[src/rtl/simple_fpga_cvs_pkg.sv]
// Shared board-level constants for the simple FPGA control path.
// CLK_10MHZ_HZ              : system clock frequency delivered by the MMCM
// DEBOUNCE_TICK_DIV_DEFAULT : clk cycles per 1 ms debounce tick at that frequency
`timescale 1ns/1ps
package simple_fpga_cvs_pkg;

  localparam int CLK_10MHZ_HZ = 10_000_000;

  function automatic int cycles_per_ms(input int clk_hz);
    return clk_hz / 1000;
  endfunction

  localparam int DEBOUNCE_TICK_DIV_DEFAULT = cycles_per_ms(CLK_10MHZ_HZ);

endpackage

[src/rtl/debounce_channel.sv]
// One debounce lane: 2-flop synchroniser, tick-qualified agreement counter,
// debounced level and registered single-cycle edge pulses.
// Ports:
//   clk_i    : system clock
//   rst_n_i  : asynchronous active-low reset
//   tick_i   : shared debounce tick, one clk cycle wide
//   raw_i    : raw pin level, asynchronous to clk_i
//   db_o     : debounced level
//   rise_o   : 1-cycle pulse on db_o 0->1
//   fall_o   : 1-cycle pulse on db_o 1->0
`timescale 1ns/1ps
module debounce_channel #(
  parameter int STABLE_TICKS = 10
) (
  input  logic clk_i,
  input  logic rst_n_i,
  input  logic tick_i,
  input  logic raw_i,
  output logic db_o,
  output logic rise_o,
  output logic fall_o
);

  localparam int CW = $clog2(STABLE_TICKS + 1);
  localparam logic [CW-1:0] CNT_LAST = CW'(STABLE_TICKS - 1);

  logic          sync1_q;
  logic          sync2_q;
  logic [CW-1:0] cnt_q, cnt_d;
  logic          db_q, db_d;
  logic          rise_q, rise_d;
  logic          fall_q, fall_d;

  // Any cycle of agreement clears progress, so a single-cycle glitch back to
  // the current level restarts qualification from zero.
  always_comb begin
    cnt_d  = cnt_q;
    db_d   = db_q;
    rise_d = 1'b0;
    fall_d = 1'b0;
    if (sync2_q == db_q) begin
      cnt_d = '0;
    end else if (tick_i) begin
      if (cnt_q == CNT_LAST) begin
        cnt_d  = '0;
        db_d   = sync2_q;
        rise_d = sync2_q;
        fall_d = ~sync2_q;
      end else begin
        cnt_d = cnt_q + CW'(1);
      end
    end
  end

  always_ff @(posedge clk_i or negedge rst_n_i) begin
    if (!rst_n_i) begin
      sync1_q <= 1'b0;
      sync2_q <= 1'b0;
      cnt_q   <= '0;
      db_q    <= 1'b0;
      rise_q  <= 1'b0;
      fall_q  <= 1'b0;
    end else begin
      sync1_q <= raw_i;
      sync2_q <= sync1_q;
      cnt_q   <= cnt_d;
      db_q    <= db_d;
      rise_q  <= rise_d;
      fall_q  <= fall_d;
    end
  end

  assign db_o   = db_q;
  assign rise_o = rise_q;
  assign fall_o = fall_q;

endmodule

[src/rtl/switch_debouncer.sv]
// Input conditioning for raw board switches/buttons: synchronises each input
// into the clk_10mhz domain and debounces it against a shared prescaled tick.
// Ports:
//   clk_10mhz : 10 MHz system clock
//   rst_n     : asynchronous active-low reset
//   in_raw    : raw pin levels (asynchronous, may bounce)
//   in_db     : debounced level per channel
//   in_rise   : 1-cycle pulse per channel on in_db 0->1
//   in_fall   : 1-cycle pulse per channel on in_db 1->0
`timescale 1ns/1ps
module switch_debouncer
  import simple_fpga_cvs_pkg::*;
#(
  parameter int N_INPUTS     = 5,
  parameter int TICK_DIV     = DEBOUNCE_TICK_DIV_DEFAULT,
  parameter int STABLE_TICKS = 10
) (
  input  logic                clk_10mhz,
  input  logic                rst_n,
  input  logic [N_INPUTS-1:0] in_raw,
  output logic [N_INPUTS-1:0] in_db,
  output logic [N_INPUTS-1:0] in_rise,
  output logic [N_INPUTS-1:0] in_fall
);

  localparam int PW = $clog2(TICK_DIV);
  localparam logic [PW-1:0] PRE_LAST = PW'(TICK_DIV - 1);

  logic [PW-1:0] pre_q, pre_d;
  logic          tick;

  // Explicit wrap at TICK_DIV-1 so non-power-of-two dividers keep the period.
  assign tick  = (pre_q == PRE_LAST);
  assign pre_d = tick ? '0 : pre_q + PW'(1);

  always_ff @(posedge clk_10mhz or negedge rst_n) begin
    if (!rst_n) begin
      pre_q <= '0;
    end else begin
      pre_q <= pre_d;
    end
  end

  for (genvar gi = 0; gi < N_INPUTS; gi++) begin : g_chan
    debounce_channel #(
      .STABLE_TICKS(STABLE_TICKS)
    ) u_chan (
      .clk_i   (clk_10mhz),
      .rst_n_i (rst_n),
      .tick_i  (tick),
      .raw_i   (in_raw[gi]),
      .db_o    (in_db[gi]),
      .rise_o  (in_rise[gi]),
      .fall_o  (in_fall[gi])
    );
  end

endmodule

[config.mk]
export PLATFORM = sky130hd
export DESIGN_NAME = switch_debouncer
export DESIGN_NICKNAME = d
export VERILOG_FILES = /design/src/rtl/simple_fpga_cvs_pkg.sv /design/src/rtl/debounce_channel.sv /design/src/rtl/switch_debouncer.sv
export SDC_FILE = /design/constraint.sdc
export NUM_CORES = 1
export LEC_CHECK = 0
export ABC_CLOCK_PERIOD_IN_PS = 2500
export CAP_MARGIN = 20
export CORE_MARGIN = 5
export CORE_UTILIZATION = 40
export DETAILED_ROUTE_END_ITERATION = 16
export PLACE_DENSITY_LB_ADDON = 0.25
export SLEW_MARGIN = 20
export SYNTH_ARGS = -nofsm -noshare
export SYNTH_HDL_FRONTEND = slang
export SYNTH_SLANG_ARGS = --single-unit
[constraint.sdc]
create_clock -name clk_10mhz -period 2.5 [get_ports clk_10mhz]
set_input_delay 0.625 -clock clk_10mhz [delete_from_list [all_inputs] [get_ports clk_10mhz]]
set_output_delay 0.625 -clock clk_10mhz [all_outputs]
set_load 0.01 [all_outputs]
### Yosys cells after proc, flatten, opt, wreduce, memory -nomap -nowiden

Cells that the tools add are included.

* add/sub/neg operators: 6
* equal/unequal tests: 11
* muxes and demuxes: 46
* bitwise gates (word level): 10
* reductions and logical operators: 10

Operators with widths (number)
* $mux W4: 15
* $mux W1: 30
* $add A4 B1 Y4 const B: 5
* $eq A4 B4 Y1 const B: 5
* $reduce_and A3 Y1: 5
* $add A14 B1 Y14 const B: 1
* $eq A14 B14 Y1 const B: 1
* $mux W14: 1
* $not A1 Y1: 10
* $reduce_bool A2 Y1: 5
* $eq A1 B1 Y1: 5

* register bits after elaboration: 59
* bits of input ports: 7
* output and inout bits: 15
* word-level logic and storage cells: 114

### Depth between registers and ports, before layout

* depth after elaboration: 4
* gate-level depth with buffers: 8
* mapped depth without buffers: 6

### By module

A second synthesis with hierarchy kept.

* cells, all modules: 207
* area total of the unflattened synthesis: 2494.9 um^2

By module, submodules not included
* debounce_channel: instances 5, cells an instance 29, area an instance 365.4 um^2
* switch_debouncer: instances 1, cells an instance 62, area an instance 668.1 um^2

### Worst setup path after synthesis

OpenSTA, ideal clock, no wires.

* path type: register to register
* start: register pre_q[11]
* end: register g_chan[0].u_chan.cnt_q[2]
* setup time: 0.078 ns
* arrival time: 2.121 ns
* required time: 2.422 ns
* slack: 0.301 ns
* cell stages (with the launch flop): 6
* path buffers: 1
* period minus slack after synthesis: 2.199 ns
* cell sequence: dfrtp_1 > or4b_4 > or4_4 > buf_6 > or4_1 > a21oi_1

* word-level cells in the longest chain between the ends: 2

Ends and longest elaborated chain
* start: declaration: RTL line switch_debouncer.sv:29 `logic [PW-1:0] pre_q, pre_d;`
* start signal: assignment: RTL line switch_debouncer.sv:40 `pre_q <= pre_d;`
* $eq A14 B14 Y1: RTL line switch_debouncer.sv:33 `assign tick = (pre_q == PRE_LAST);`
* $reduce_bool A2 Y1 (no line)
* end signal: assignment: RTL line debounce_channel.sv:66 `cnt_q <= cnt_d;`
* end: declaration: RTL line debounce_channel.sv:29 `logic [CW-1:0] cnt_q, cnt_d;`

Every way passes these cells.
A chain may end at the register's enable or synchronous reset.

### Worst setup path after layout

* start: register pre_q[7]
* end: register g_chan[3].u_chan.cnt_q[2]

* word-level cells in the longest chain between the ends: 2

Ends and longest elaborated chain (RTL line)
* $eq A14 B14 Y1: switch_debouncer.sv:33
* $reduce_bool A2 Y1 (no line)
* end signal: assignment: debounce_channel.sv:66
* end: declaration: debounce_channel.sv:29

Every way passes these cells.

==> impl_metrics.ini <==
[outcome]
status = finished, final reports clean

[clocking]
insertion_delay_ps = 320
cts.hold.buffers_added = 0
numClockSinks = 59
post_cts_buffers = 0
clkTransAtPathRegs_ps = 70
cts_root_buf = clkbuf_8
cts_tree = done
cts_buffers = 9
cts_resized = 0
cts.path.max_buffers = 2
cts_max_level = 3

[finish]
layout.cells.non_filler = 357
n_antenna_cell = 0
area_delta_synth_final_pct = 13.47
nets = 293
drive_gt1_frac = 0.09747
fill_cells = 644
final_util = 0.4617

[grt]
grt_max_degree = 43
grt_first_pass_wirelength_um = 7866
grt_overflow = 0
grt_antenna_before_repair = 0
grt_pass1_vias = 1755
grt_usage = 0.1146

[sta]
period_minus_slack_ps = 2379
hold_viol_final = 0
skew_ps = 7.485
finalMaxSlewViolations = 0
relSlewSlack = 0.7166
rsz0062_at_grt = no
setup-tns-final_ps = 0
setup_violations = 0
worst_pin_slew_ps = 422.1
max_freq_ghz = 0.4204
post-route-period-util = 0.9515

[drt]
wl_per_cell_um = 12.68
viasPerCell = 5.053
drt_iter0_markers = 48
ant_nets = 0
vias = 1804
drt_wl_total_um = 4527
dr.pass1.iters = 4
drc = 0

[power]
p_clk_frac = 0.429
p_per_area_nw_per_um2 = 565.2
pwr-share-seq = 0.549
vdd_drop_max_v = 0.0004098
combPwrFrac = 0.022
swShare = 0.2202
total_leakage_power_nw = 1.298
power_switching_w = 0.0003881
p_int_w = 0.001375

[critical_path]
slowest_stage = or4_4
slowest_delay_ps = 670
path_max_fanout = 36
worstPathArrival_ps = 2630
crit_chain = or4b_4, or4_4, or4_1, a21oi_1
crit_path_end_kind = flop
cp-start-kind = flop
crit_required_ps = 2750
path_class = reg2reg

[place]
io_buffers = 21
place_congestion = 0.7511
dpl.cell_count = 343
hpwlAfterDp_um = 3027

[yosys]
synth_area_leaders = dfrtp_1, ha_1, buf_4
ys_seq_elements = 59
synthTopCellsByCount = dfrtp_1, nand2_1, a21oi_1, nor2_1, buf_4
syn_area_per_cell_um2 = 10.70
synthFlopType = dfrtp_1
ys_seq_area_frac = 0.5371
synthArstFlopShare = 1.000
netlist.area_leader.share = 0.5371
ys_warn_count = 0
synth_cells = 257
synth_most_common_cell = dfrtp_1
synth_edf_count = 0
yosysTopAreaCell = dfrtp_1
syn-num-nets = 276
netlist_area_um2 = 2749
synth_cell_types = 32

[floorplanning]
die_width_um = 92.90
rows = 30
coreArea_um2 = 6756
die-area_um2 = 8630
die_h_um = 92.90
initial_core_util = 0.4069
ios = 22

[worst_hold_path]
hold_path_class = in2async

[job]
drv_cap = 0
power by group through the flow:
stage,sequential [W],combinational [W],clock [W]
after floorplan,0.000985,0.00000714,0
after global placement,0.000986,0.0000411,0
after detailed placement,0.000986,0.0000415,0
after CTS,0.000968,0.0000416,0.000779
after global routing,0.000969,0.0000447,0.000819
final,0.000968,0.0000391,0.000756
layout by cell type (no fill, tap or decap), drive strengths merged, types with 12 or more instances in the layout:
cell and n:
dfrtp 59, nand2 30, clkdlybuf4s50 20, nor2 16
a21oi 16, nor3b 14, or3 13, ha 12
critical path, delay by kind of cell, from the launching register on:
| family | cells | cell delay, ps |
|---|---|---|
| AO/OA/AOI/OAI | 1 | 160 |
| flip-flops | 1 | 410 |
| AND/OR/NAND/NOR | 3 | 1730 |
stage by stage:
stage | power, W | area (um^2) | hold WS, ps | setup WS (ps)
after global routing | 0.001832 | 3119 | 252.1 | 4.145
final | 0.001763 | 3119 | 233.7 | 121.3
after CTS | 0.001789 | 3119 | 238.2 | 112.5
after floorplan | 0.0009922 | 2749 | 329.4 | 301.0
after global placement | 0.001027 | 2953 | 333.4 | 164.6
after detailed placement | 0.001027 | 2953 | 335.6 | 126.4
worst paths after layout:
| kind | slack [ps] | start | depth (start not counted) | endpoint |
|---|---|---|---|---|
| setup reg to reg | 120 | pre_q[7]$_DFF_PN0_ | 4 | g_chan[3].u_chan.cnt_q[2]$_DFFE_PN0P_ |
| min in group clk_10mhz | 350 | g_chan[2].u_chan.sync1_q$_DFF_PN0_ | 0 | g_chan[2].u_chan.sync2_q$_DFF_PN0_ |
| setup / recovery | 120 | pre_q[7]$_DFF_PN0_ | 4 | g_chan[3].u_chan.cnt_q[2]$_DFFE_PN0P_ |
| hold / removal | 230 | rst_n | 1 | g_chan[4].u_chan.rise_o$_DFF_PN0_ |
| hold reg to reg | 350 | g_chan[2].u_chan.sync1_q$_DFF_PN0_ | 0 | g_chan[2].u_chan.sync2_q$_DFF_PN0_ |
| max in group asynchronous | 1700 | rst_n | 2 | g_chan[2].u_chan.cnt_q[1]$_DFFE_PN0P_ |
layout make-up:
type | count | area (um^2) | area share
flip-flops and latches | 59 | 1476 | 0.4733
repair buffers | 25 | 247.7 | 0.07942
well taps | 80 | 100.1 | 0.03209
clock buffers | 11 | 151.4 | 0.04854
clock inverters | 3 | 15.01 | 0.004813
multi-input cells | 168 | 1087 | 0.3486
inverters | 11 | 41.29 | 0.01324
kinds of logic after synthesis:
kind of cell,Yosys count,synth area share
compound gates,33,0.06555
buf+inv,30,0.06736
mux,5,0.02048
fa+ha+maj,12,0.05462
simple gates,102,0.2039
flops,59,0.5371
xor+xnor,16,0.05098
routing by layer:
metal,share of wire,vias up,GRT usage
met4,0.021,0,0.05861
met2,0.46,19,0.1758
met1,0.49,873,0.1492
li1,-,903,-
met3,0.029,9,0.02924
met5,0,-,0
flip-flops by register name, indices dropped and copies added (netlist names):
| register | cells |
|---|---|
| g_chan.u_chan.rise_o | 5 |
| g_chan.u_chan.cnt_q | 20 |
| pre_q | 14 |
| g_chan.u_chan.sync2_q | 5 |
| g_chan.u_chan.sync1_q | 5 |
| g_chan.u_chan.fall_o | 5 |
| g_chan.u_chan.db_o | 5 |
Power figures use the tool's default switching activity.
